===== src/rtl/mig_pkg.sv =====
// Shared types for the sequential MIG evaluator: node encoding, FSM states, index-width helper.
package mig_pkg;

  function automatic int idx_w(input int num_in, input int max_nodes);
    return $clog2(num_in + max_nodes + 1);
  endfunction

  localparam int NUM_IN_DEF    = 7;
  localparam int MAX_NODES_DEF = 8;
  localparam int NODE_IDX_W    = idx_w(NUM_IN_DEF, MAX_NODES_DEF);

  // Field order matches the cfg_data bus, MSB first.
  typedef struct packed {
    logic                  inv_a;
    logic [NODE_IDX_W-1:0] idx_a;
    logic                  inv_b;
    logic [NODE_IDX_W-1:0] idx_b;
    logic                  inv_c;
    logic [NODE_IDX_W-1:0] idx_c;
  } node_t;

  typedef enum logic [1:0] {
    IDLE,
    EVAL,
    DONE
  } state_t;

endpackage


===== src/rtl/mig_maj3.sv =====
// Combinational 3-input majority with per-input complement; zero latency, no flow control.
module mig_maj3 (
  input  logic a,
  input  logic b,
  input  logic c,
  input  logic inv_a,
  input  logic inv_b,
  input  logic inv_c,
  output logic y
);

  logic aa, bb, cc;

  assign aa = a ^ inv_a;
  assign bb = b ^ inv_b;
  assign cc = c ^ inv_c;
  assign y  = (aa & bb) | (aa & cc) | (bb & cc);

endmodule


===== src/rtl/mig_eval_seq.sv =====
// Programmable MIG evaluator, one MAJ3 node per cycle; result after cfg_len+1 cycles (immediately when cfg_len==0).
// Result is held in DONE until out_ready; no new vector is accepted until the result is taken.
module mig_eval_seq
  import mig_pkg::*;
#(
  parameter  int NUM_IN    = 7,
  parameter  int MAX_NODES = 8,
  localparam int IDX_W     = idx_w(NUM_IN, MAX_NODES),
  localparam int AW        = $clog2(MAX_NODES),
  localparam int LW        = $clog2(MAX_NODES + 1)
) (
  input  logic                   clk,
  input  logic                   rst,
  input  logic                   cfg_we,
  input  logic [AW-1:0]          cfg_addr,
  input  logic [3*(IDX_W+1)-1:0] cfg_data,
  input  logic                   cfg_ctrl_we,
  input  logic [LW-1:0]          cfg_len,
  input  logic [IDX_W-1:0]       cfg_out_sel,
  input  logic                   cfg_out_inv,
  output logic                   cfg_err,
  input  logic                   in_valid,
  output logic                   in_ready,
  input  logic [NUM_IN-1:0]      in_x,
  output logic                   out_valid,
  input  logic                   out_ready,
  output logic                   out_y,
  output logic                   out_err
);

  localparam int SIG_N = NUM_IN + 1 + MAX_NODES;

  state_t               state, state_nx;
  node_t                prog [MAX_NODES];
  logic [NUM_IN-1:0]    x_q;
  logic [MAX_NODES-1:0] node_q;
  logic [LW-1:0]        cnt, len_q, eff_len;
  logic [IDX_W-1:0]     sel_q;
  logic                 inv_q, err_q, cfg_err_q;
  logic [SIG_N-1:0]     sig;

  node_t cur;
  logic  a_ok, b_ok, c_ok, a_v, b_v, c_v, maj_y, node_err, step;
  logic  cfg_any, addr_bad, len_bad, cfg_rej, cfg_ok, acc;
  logic  sel_ok, sel_v;

  function automatic logic opnd_ok(input logic [IDX_W-1:0] idx, input logic [LW-1:0] k);
    return int'(idx) < NUM_IN + 1 + int'(k);
  endfunction

  // Node slots at or beyond cfg_len are not part of this evaluation.
  function automatic logic sel_legal(input logic [IDX_W-1:0] s, input logic [LW-1:0] len);
    return (int'(s) <= NUM_IN) || (int'(s) - NUM_IN - 1 < int'(len));
  endfunction

  assign sig = {node_q, x_q, 1'b0};

  assign cur  = prog[cnt[AW-1:0]];
  assign a_ok = opnd_ok(cur.idx_a, cnt);
  assign b_ok = opnd_ok(cur.idx_b, cnt);
  assign c_ok = opnd_ok(cur.idx_c, cnt);
  assign a_v  = a_ok ? sig[cur.idx_a] : 1'b0;
  assign b_v  = b_ok ? sig[cur.idx_b] : 1'b0;
  assign c_v  = c_ok ? sig[cur.idx_c] : 1'b0;
  assign node_err = ~(a_ok & b_ok & c_ok);

  mig_maj3 u_maj (
    .a     (a_v),
    .b     (b_v),
    .c     (c_v),
    .inv_a (cur.inv_a),
    .inv_b (cur.inv_b),
    .inv_c (cur.inv_c),
    .y     (maj_y)
  );

  assign step = (state == EVAL) && (cnt < len_q);

  generate
    if ((1 << AW) > MAX_NODES) begin : g_addr_chk
      assign addr_bad = cfg_we && (int'(cfg_addr) >= MAX_NODES);
    end else begin : g_addr_full
      assign addr_bad = 1'b0;
    end
  endgenerate

  assign len_bad = cfg_ctrl_we && (cfg_len > LW'(MAX_NODES));
  assign cfg_any = cfg_we | cfg_ctrl_we;
  assign cfg_rej = cfg_any && ((state != IDLE) || addr_bad || len_bad);
  assign cfg_ok  = cfg_any && !cfg_rej;
  assign acc     = in_valid && in_ready;
  // A length written alongside the accept governs this evaluation.
  assign eff_len = (cfg_ok && cfg_ctrl_we) ? cfg_len : len_q;

  assign sel_ok = sel_legal(sel_q, len_q);
  assign sel_v  = sel_ok ? sig[sel_q] : 1'b0;

  assign cfg_err = cfg_err_q;

  always_ff @(posedge clk) begin
    if (rst) state <= IDLE;
    else     state <= state_nx;
  end

  always_comb begin
    state_nx  = state;
    in_ready  = 1'b0;
    out_valid = 1'b0;
    out_y     = 1'b0;
    out_err   = 1'b0;
    case (state)
      IDLE: begin
        in_ready = 1'b1;
        if (in_valid) state_nx = (eff_len == '0) ? DONE : EVAL;
      end
      EVAL: begin
        if (cnt == len_q) state_nx = DONE;
      end
      DONE: begin
        out_valid = 1'b1;
        out_y     = sel_v ^ inv_q;
        out_err   = err_q | ~sel_ok;
        if (out_ready) state_nx = IDLE;
      end
      default: state_nx = IDLE;
    endcase
  end

  always_ff @(posedge clk) begin
    if (rst) begin
      x_q       <= '0;
      node_q    <= '0;
      cnt       <= '0;
      len_q     <= '0;
      sel_q     <= '0;
      inv_q     <= 1'b0;
      err_q     <= 1'b0;
      cfg_err_q <= 1'b0;
      for (int i = 0; i < MAX_NODES; i++) prog[i] <= '0;
    end else begin
      cfg_err_q <= cfg_rej;
      if (cfg_ok && cfg_we) prog[cfg_addr] <= node_t'(cfg_data);
      if (cfg_ok && cfg_ctrl_we) begin
        len_q <= cfg_len;
        sel_q <= cfg_out_sel;
        inv_q <= cfg_out_inv;
      end
      if (acc) begin
        x_q    <= in_x;
        node_q <= '0;
        err_q  <= 1'b0;
        cnt    <= '0;
      end else if (step) begin
        node_q[cnt[AW-1:0]] <= maj_y;
        err_q               <= err_q | node_err;
        cnt                 <= cnt + 1'b1;
      end
    end
  end

endmodule


===== config.mk =====
export PLATFORM = sky130hd
export DESIGN_NAME = mig_eval_seq
export DESIGN_NICKNAME = d
export VERILOG_FILES = /design/src/rtl/mig_pkg.sv /design/src/rtl/mig_maj3.sv /design/src/rtl/mig_eval_seq.sv
export SDC_FILE = /design/constraint.sdc
export NUM_CORES = 1
export LEC_CHECK = 0
export CORE_UTILIZATION = 62
export CTS_BUF_LIST = sky130_fd_sc_hd__clkbuf_4
export DETAILED_ROUTE_END_ITERATION = 7
export GPL_TIMING_DRIVEN = 0
export PLACE_DENSITY = 0.82
export SYNTH_ARGS = -nofsm -noshare
export SYNTH_HDL_FRONTEND = slang
export SYNTH_SLANG_ARGS = --single-unit

===== constraint.sdc =====
create_clock -name clk -period 3.85 [get_ports clk]
set_clock_uncertainty 0.15 [all_clocks]
set_input_delay 0.77 -clock clk [delete_from_list [all_inputs] [get_ports clk]]
set_output_delay 0.77 -clock clk [all_outputs]
set_load 0.01 [all_outputs]

==> metrics.yaml, run 1 <==
clkPwrFrac: 0.295
run_status: "finished, violations left"
hold_path.class: "reg -> reg"
critical_path_arrival_ns: 3.96
dp_hpwl_mm: 12.8
use_met2: 0.516
ff2ff_setup_slack_ns: 0.19
drv_slew: 0
grt_max_degree: 17
startpoint: "cfg_len[0]"
grt_pass1_vias: 5474
syn_inst: 647
dr.pass1.iters: 7
h-tree-depth: 4
cellLeakagePower_nw: 3.36
antenna_found_initial: 0
p_int_mw: 2.53
async_flop_share: 0
synthFlopType: "edfxtp_1"
ir_drop_uv: 255
synth_edf_count: 120
crit_fanout: 10
place_area_sq_um: 8760
core_sq_um: 12700
track_usage: 0.303
ys_ff_latch: 155
grt_busiest_layer: "met2"
num_rows: 41
worstRegToRegCells: 12
drive_gt1_frac: 0.157
crit_required_ns: 4.12
drt_wl_total_mm: 19.0
dieArea_sq_um: 13500
portBuffers: 44
finalSetupViolCount: 0
crit_path_end_kind: "register"
ant_nets: 0
initial_core_util: 0.640
seqPwrFrac: 0.564
finalNetCount: 772
io_pins: 45
whs_ns: 0.380
clk_pin_slew_worst_paths_ns: 0.12
num_vias: 5529
synthesis.area_sq_um: 8110
die_y_microns: 116
final_cells: 897
max_freq_mhz: 271
synthTopCellsByArea: "edfxtp_1, and2_1, dfxtp_1, mux4_2, mux2i_1"
fill_cells: 873
switching_power_mw: 0.876
powerDensity_nw_per_um2: 374
fin_crit_sh: 0.960
hold_viol: 0
grt.overflow.total: 0
cts_sinks: 155
violations: "DRC"
clock_latency_ns: 0.56
grt_util_met3: 0.0586
root_buffer: "clkbuf_4"
yosys.area.top_type: "edfxtp_1"
gp_congestion: 0.971
setup_tns_ns: 0
drtIter0Drc: 726
syn_avg_cell_area_sq_um: 12.5
area_growth_pct: 12.6
worstSetupPathType: "in -> reg"
synth_top_cell_area_share: 0.445
clockBufferDepth: 2
slew_headroom: 0.475
yosysSeqAreaShare: 0.531
cts_tree: "yes"
maxCapViolCount: 0
post-route-min-period_ns: 3.70
yosysWarnings: 0
diodes: 0
syn_nets: 706
design_area_sq_um: 9130
wl_per_cell_microns: 21.2
viasPerCell: 6.16
total_power_mw: 3.41
combPwrFrac: 0.140
die_w_microns: 116
switching_share: 0.257
yosysUniqueCellTypes: 62
drc: 1
tightest_slew_ns: 0.783
crit_end: "prog[3][6]"
grt_pass1_wl_mm: 29.2
r2r-end: "node_q[7]"
grt_use_met1: 0.386
numCtsBuffers: 17
start_kind: "input pin"
placedCellCount: 863
[sequential cells by signal, summed over array words and instances (netlist names), named ones only]
| signal | cells |
|---|---|
| prog | 120 |
| node_q | 8 |
| x_q | 7 |
| cnt | 4 |
| len_q | 4 |
| sel_q | 4 |
| state | 2 |
| cfg_err | 1 |
| err_q | 1 |
| inv_q | 1 |
[layer usage]
metal / wire length [microns] / vias to the layer above
li1: - / 2530
met1: 7450 / 2720
met2: 9800 / 238
met3: 1360 / 41
met4: 379 / 0
met5: 0 / -
[placed cells by master (no fill, tap or decap), drive strengths merged, types with 20 or more instances in the layout]
cell type | netlist | layout
dfxtp | 35 | 35
nand3 | 20 | 20
clkbuf | 16 | 35
mux4 | 31 | 31
nor2 | 43 | 43
mux2i | 41 | 41
edfxtp | 120 | 120
nand2 | 36 | 36
and2 | 123 | 123
a21oi | 20 | 20
clkdlybuf4s50 | 0 | 42
[cell families (layout without fill, tap and decap cells)]
logic type | Yosys count | in the layout | share of synthesized area
AND/OR/NAND/NOR | 259 | 259 | 0.174
flip-flops | 155 | 155 | 0.531
AO/OA/AOI/OAI | 80 | 80 | 0.0716
multiplexers | 79 | 79 | 0.157
buffers and inverters | 44 | 122 | 0.0250
adder cells (fa/ha/maj) | 20 | 20 | 0.0307
XOR/XNOR | 10 | 10 | 0.0108
[through the flow]
step / worst slack (ns) / utilization
2_1_floorplan: 0.400 / -
3_5_place_dp: -0.473 / 0.691
6_report: 0.155 / 0.720
4_1_cts: 0.0274 / 0.716
3_3_place_gp: -0.396 / 0.691
5_1_grt: -0.0117 / 0.720
[power groups by stage]
| stage | combinational (mW) | clock, mW | sequential, mW |
|---|---|---|---|
| 2_1_floorplan | 0.311 | 0 | 1.94 |
| 3_3_place_gp | 0.446 | 0 | 1.96 |
| 3_5_place_dp | 0.462 | 0 | 1.96 |
| 4_1_cts | 0.468 | 1.01 | 1.92 |
| 5_1_grt | 0.523 | 1.08 | 1.93 |
| 6_report | 0.478 | 1.01 | 1.93 |
[repair_timing]
| action | 4_1_cts | 5_1_grt |
|---|---|---|
| hold buffers | 0 | 0 |
| pin swaps | 1 | 1 |
| endpoints found under the setup margin | 10 | 39 |
| gates resized for setup | 10 | 17 |
| buffers inserted | 0 | 3 |
[layout make-up]
| class | instances | area, sq um | area share |
|---|---|---|---|
| Sequential cell | 155 | 4310 | 0.472 |
| Multi-Input combinational cell | 448 | 3640 | 0.399 |
| Timing Repair Buffer | 47 | 457 | 0.0500 |
| Tap cell | 172 | 215 | 0.0236 |
| Clock inverter | 13 | 151 | 0.0166 |
| Buffer | 26 | 150 | 0.0164 |
| Clock buffer | 18 | 135 | 0.0148 |
| Inverter | 18 | 67.6 | 0.00740 |
[synthesized netlist by cell type, drive strengths merged (6+ instances only)]
cell	instances
a21oi	20
a31oi	6
and2	123
buf	10
clkbuf	16
dfxtp	35
edfxtp	120
ha	19
inv	18
mux2	7
mux2i	41
mux4	31
nand2	36
nand2b	8
nand3	20
nor2	43
nor2b	7
o211ai	7
o21ai	17
or2	8
xor2	6
[how the worst min path moves through the flow]
stage | to | depth (start not counted) | startpoint
finish | err_q | 2 | err_q
global route | len_q[1] | 2 | len_q[1]
CTS | err_q | 2 | err_q
detailed placement | err_q | 2 | err_q
global placement | err_q | 2 | err_q
floorplan | err_q | 2 | err_q
[worst max-delay path, cell delays in order]
cell and delay, ns:
clkdlybuf4s50_1 0.41, or3_1 0.40, a311oi_1 0.59, nand4b_1 0.34
nor2_1 0.62, clkbuf_1 0.58, and2_1 0.24
(Power assumes the default switching activity.)
==> run 2, diff against run 1 <==
Settings changed: CORE_UTILIZATION 62 to 65, DONT_BUFFER_PORTS set to 1, PLACE_DENSITY 0.82 to 0.81.
==> metrics.yaml, run 2 (synthesized netlist as in run 1, its figures left out) <==
run_status: "finished, final reports clean"
hold_path.class: "in -> reg"
hold_viol: 0  # unchanged
max_freq_mhz: 270  # -0.34%
clk_pin_slew_worst_paths_ns: 0.14  # +0.02 ns
fin_crit_sh: 0.963  # +0.00323
drtIter0Drc: 577  # -21%
die_w_microns: 114  # -2.3%
combPwrFrac: 0.124  # -0.016
clkPwrFrac: 0.296  # about the same
post-route-min-period_ns: 3.71  # +0.0124 ns
p_int_mw: 2.39  # -5.6%
portBuffers: 0  # -100%
io_pins: 45  # unchanged
cellLeakagePower_nw: 3.18  # -5.6%
clock_latency_ns: 0.57  # about the same
powerDensity_nw_per_um2: 384  # +2.9%
dieArea_sq_um: 12900  # -4.5%
crit_path_end_kind: "register"
whs_ns: 0.181  # -0.200 ns
dr.pass1.iters: 8  # +1
maxCapViolCount: 0  # unchanged
wl_per_cell_microns: 22.2  # +5.0%
initial_core_util: 0.672  # +0.0323
crit_required_ns: 4.15  # +0.03 ns
finalSetupViolCount: 0  # unchanged
diodes: 0  # unchanged
final_util: 0.717  # -0.00333
grt_max_degree: 17  # unchanged
drive_gt1_frac: 0.157  # about the same
drv_slew: 0  # unchanged
antenna_found_initial: 0  # unchanged
critical_path_arrival_ns: 4.00  # +0.04 ns
switching_share: 0.280  # +0.0234
num_rows: 40  # -2.4%
clockBufferDepth: 2  # unchanged
area_growth_pct: 6.72
postCtsHoldBufs: 0  # unchanged
drc: 0  # -1
track_usage: 0.309  # +0.00594
h-tree-depth: 4  # unchanged
ir_drop_uv: 311  # +22%
final_cell_mix: "and2_1, edfxtp_1, nor2_1"
fill_cells: 812  # -7.0%
final_cells: 848  # -5.5%
setup_tns_ns: 0  # unchanged
numCtsBuffers: 17  # unchanged
placedCellCount: 815  # -5.6%
reg_top3: "prog (120), node_q (8), x_q (7)"
regMostFlops: "prog"
num_vias: 5377  # -2.7%
worstSetupPathType: "reg -> reg"
mostFrequentLayoutCell: "and2_1"
grt_pass1_wl_mm: 28.7  # -1.8%
finalNetCount: 726  # -6.0%
seqPwrFrac: 0.580  # +0.016
drt_wl_total_mm: 18.8  # -0.77%
crit_fanout: 10  # unchanged
cts_sinks: 155  # unchanged
switching_power_mw: 0.931  # +6.3%
dp_hpwl_mm: 12.7  # -0.75%
grt.overflow.total: 0  # unchanged
viasPerCell: 6.34  # +2.9%
die_y_microns: 114  # -2.3%
root_buffer: "clkbuf_4"
slew_headroom: 0.370  # -0.105
tightest_slew_ns: 0.938  # +0.155 ns
largest_register_ffs: 120  # unchanged
grt_pass1_vias: 5334  # -2.6%
cts_tree: "yes"
start_kind: "register"
gp_congestion: 0.989  # +1.9%
ant_nets: 0  # unchanged
rsz0062_at_grt: "true"
core_sq_um: 12100  # -4.8%
-- run 2: worst paths after layout --
| check | from | endpoint | slack, ns | cells after the start |
|---|---|---|---|---|
| worst max-delay path | register | node_q[0] | 0.14 | 13 |
| worst min-delay path | in_x[4] | x_q[4] | 0.18 | 2 |
| worst max register to register | register | node_q[0] | 0.14 | 13 |
| worst min register to register | err_q | err_q | 0.36 | 2 |
-- run 2: final cells by class --
type	count	area [sq um]	area share
plain buffers	25	135	0.0156
clock buffers	19	143	0.0165
clock inverters	13	135	0.0156
inverters	18	67.6	0.00781
multi-input cells	448	3630	0.420
flip-flops and latches	155	4310	0.498
well taps	168	210	0.0243
repair buffers	2	15.0	0.00174
-- run 2: timing repair --
| action | in CTS | in global routing |
|---|---|---|
| resized for setup | 4 | 8 |
| gates cloned | 0 | 0 |
| pin swaps | 0 | 1 |
| setup endpoints to repair | 9 | 9 |
| setup buffers | 1 | 1 |
-- run 2: stage by stage --
step	area, sq um	setup slack (ns)	power [mW]
2_1_floorplan	8110	0.400	2.25
3_3_place_gp	8320	-0.229	2.34
3_5_place_dp	8320	-0.268	2.36
4_1_cts	8630	0.0667	3.31
5_1_grt	8650	-0.00931	3.42
6_report	8650	0.142	3.32
-- run 2: worst max-delay path, stage by stage, from the launching register on --
cell       delay, ns
dfxtp_4         0.42
buf_6           0.20
mux4_1          0.62
mux2i_4         0.24
inv_1           0.11
ha_1            0.30
a211o_1         0.29
a31oi_1         0.21
nor2_1          0.12
o32ai_4         0.29
buf_4           0.19
xnor2_2         0.14
o2111ai_1       0.23
nand3_1         0.09
-- run 2: power by group through the flow --
stage	Combinational (mW)	Clock [mW]	Sequential [mW]
detailed placement	0.397	0	1.96
finish	0.412	0.985	1.93
CTS	0.402	0.980	1.93
global route	0.450	1.04	1.93
floorplan	0.311	0	1.94
global placement	0.381	0	1.96
-- run 2: metal layers --
| metal | track usage | routed length (microns) | vias to the layer above |
|---|---|---|---|
| li1 | - | - | 2440 |
| met1 | 0.383 | 7710 | 2642 |
| met2 | 0.519 | 9330 | 257 |
| met3 | 0.0701 | 1340 | 38 |
| met4 | 0.146 | 452 | 0 |
| met5 | 0 | 0 | - |
==> run 3, diff against run 2 <==
Settings changed: MAX_ROUTING_LAYER set to met4, SLEW_MARGIN set to 40.
==> metrics.yaml, run 3 (synthesized netlist as in run 1, its figures left out) <==
clock_latency_ns: 0.57  # about the same
crit_required_ns: 4.21  # +0.06 ns
mostFrequentLayoutCell: "and2_1"
portBuffers: 0  # unchanged
wl_per_cell_microns: 22.6  # +1.6%
drc: 0  # unchanged
root_buffer: "clkbuf_4"
switching_power_mw: 0.899  # -3.5%
clkPwrFrac: 0.296  # about the same
drt_wl_total_mm: 19.2  # +1.7%
slew_headroom: 0.534  # +0.164
dieArea_sq_um: 12900  # unchanged
hold_viol: 0  # unchanged
ant_nets: 0  # unchanged
finalSetupViolCount: 0  # unchanged
reg_top3: "prog (120), node_q (8), x_q (7)"
num_vias: 5411  # +0.63%
clockBufferDepth: 2  # unchanged
regMostFlops: "prog"
largest_register_ffs: 120  # unchanged
crit_fanout: 10  # unchanged
final_cells: 849  # +0.12%
ir_drop_uv: 256  # -18%
combPwrFrac: 0.126  # +0.002
clk_pin_slew_worst_paths_ns: 0.13  # about the same
maxCapViolCount: 0  # unchanged
area_growth_pct: 7.13
cts_sinks: 155  # unchanged
worstSetupPathType: "reg -> reg"
track_usage: 0.328  # +0.0188
setup_tns_ns: 0  # unchanged
critical_path_arrival_ns: 4.12  # +0.12 ns
hold_path.class: "in -> reg"
start_kind: "register"
drtIter0Drc: 522  # -9.5%
tightest_slew_ns: 0.699  # -0.239 ns
grt_pass1_wl_mm: 29.5  # +2.8%
dr.pass1.iters: 5  # -3
drive_gt1_frac: 0.165  # +0.00735
placedCellCount: 815  # unchanged
core_sq_um: 12100  # unchanged
run_status: "finished, final reports clean"
post-route-min-period_ns: 3.76  # +0.0532 ns
gp_congestion: 0.950  # -4.0%
cts_tree: "yes"
grt_max_degree: 17  # unchanged
postCtsHoldBufs: 0  # unchanged
dp_hpwl_mm: 13.0  # +2.6%
io_pins: 45  # unchanged
total_power_mw: 3.33  # +0.33%
grt_pass1_vias: 5541  # +3.9%
initial_core_util: 0.672  # unchanged
cellLeakagePower_nw: 3.17  # about the same
multi_input_comb_area_sq_um: 3660  # +0.69%
crit_path_end_kind: "register"
p_int_mw: 2.44  # +1.8%
seqPwrFrac: 0.578  # -0.002
final_cell_mix: "and2_1, edfxtp_1, nor2_1"
die_y_microns: 114  # unchanged
h-tree-depth: 4  # unchanged
antenna_found_initial: 1  # +1
fin_crit_sh: 0.977  # +0.0138
numCtsBuffers: 17  # unchanged
max_freq_mhz: 266  # -1.4%
powerDensity_nw_per_um2: 384  # about the same
finalNetCount: 726  # unchanged
grt.overflow.total: 0  # unchanged
fill_cells: 821  # +1.1%
switching_share: 0.269  # -0.0106
die_w_microns: 114  # unchanged
drv_slew: 0  # unchanged
viasPerCell: 6.37  # +0.51%
ff_latch_area_sq_um: 4310  # about the same
num_rows: 40  # unchanged
[run 3: changes by cell type in the layout (fill, tap and decap cells not counted), sizes merged]
cell / previous run / this run
diode: 0 / 1
inv: 23 / 20
clkinvlp: 2 / 4
bufinv: 1 / 2
clkbuf: 35 / 34
clkinv: 5 / 6
[run 3: layer usage]
layer	vias up	GRT usage	part of all wire
met5	-	-	0
met4	0	0.178	0.037
met3	59	0.0553	0.071
met2	245	0.548	0.51
met1	2669	0.382	0.39
li1	2438	-	-
[run 3: metrics by stage]
step	setup WS (ns)	hold slack (ns)	area, sq um	util
after detailed placement	-0.255	0.323	8320	0.689
final	0.0893	0.170	8680	0.720
after global routing	-0.0225	0.168	8680	0.720
after global placement	-0.146	0.309	8320	0.689
after CTS	0.0474	0.146	8630	0.716
after floorplan	0.400	0.287	8110	-
[run 3: final timing paths]
check / to / slack, ns / cells after the start / start
worst min register to register: err_q / 0.37 / 2 / err_q
worst max register to register: node_q[5] / 0.09 / 12 / register
worst min-delay path: x_q[3] / 0.17 / 2 / in_x[3]
worst max-delay path: node_q[5] / 0.09 / 12 / register
[run 3: critical path, cell delays in order, from the launching register on]
cell and delay (ns):
dfxtp_2 0.43, buf_6 0.21, mux4_1 0.64, mux2i_4 0.24, inv_1 0.11, ha_1 0.32
a211o_1 0.31, a31oi_2 0.21, nor2_1 0.12, o32ai_4 0.32, xor2_1 0.12, maj3_2 0.37
a21oi_2 0.13
[run 3: area by class of cell]
class	instances	share of cell area
multi-input cells	448	0.421
well taps	168	0.0242
diodes	1	0.000288
repair buffers	2	0.00173
clock buffers	18	0.0156
clock inverters	14	0.0170
inverters	18	0.00778
flip-flops and latches	155	0.496
plain buffers	25	0.0156
[run 3: power by group through the flow]
stage          sequential [mW]  clock, mW  combinational, mW
3_5_place_dp              1.96          0              0.401
2_1_floorplan             1.94          0              0.311
6_report                  1.93      0.986              0.421
3_3_place_gp              1.95          0              0.382
5_1_grt                   1.93       1.05              0.459
4_1_cts                   1.93      0.985              0.412
[run 3: repair_timing]
item	in CTS	in global routing
gates resized for setup	4	11
endpoints found under the setup margin	9	9
pin swaps	0	1
setup buffers	1	1
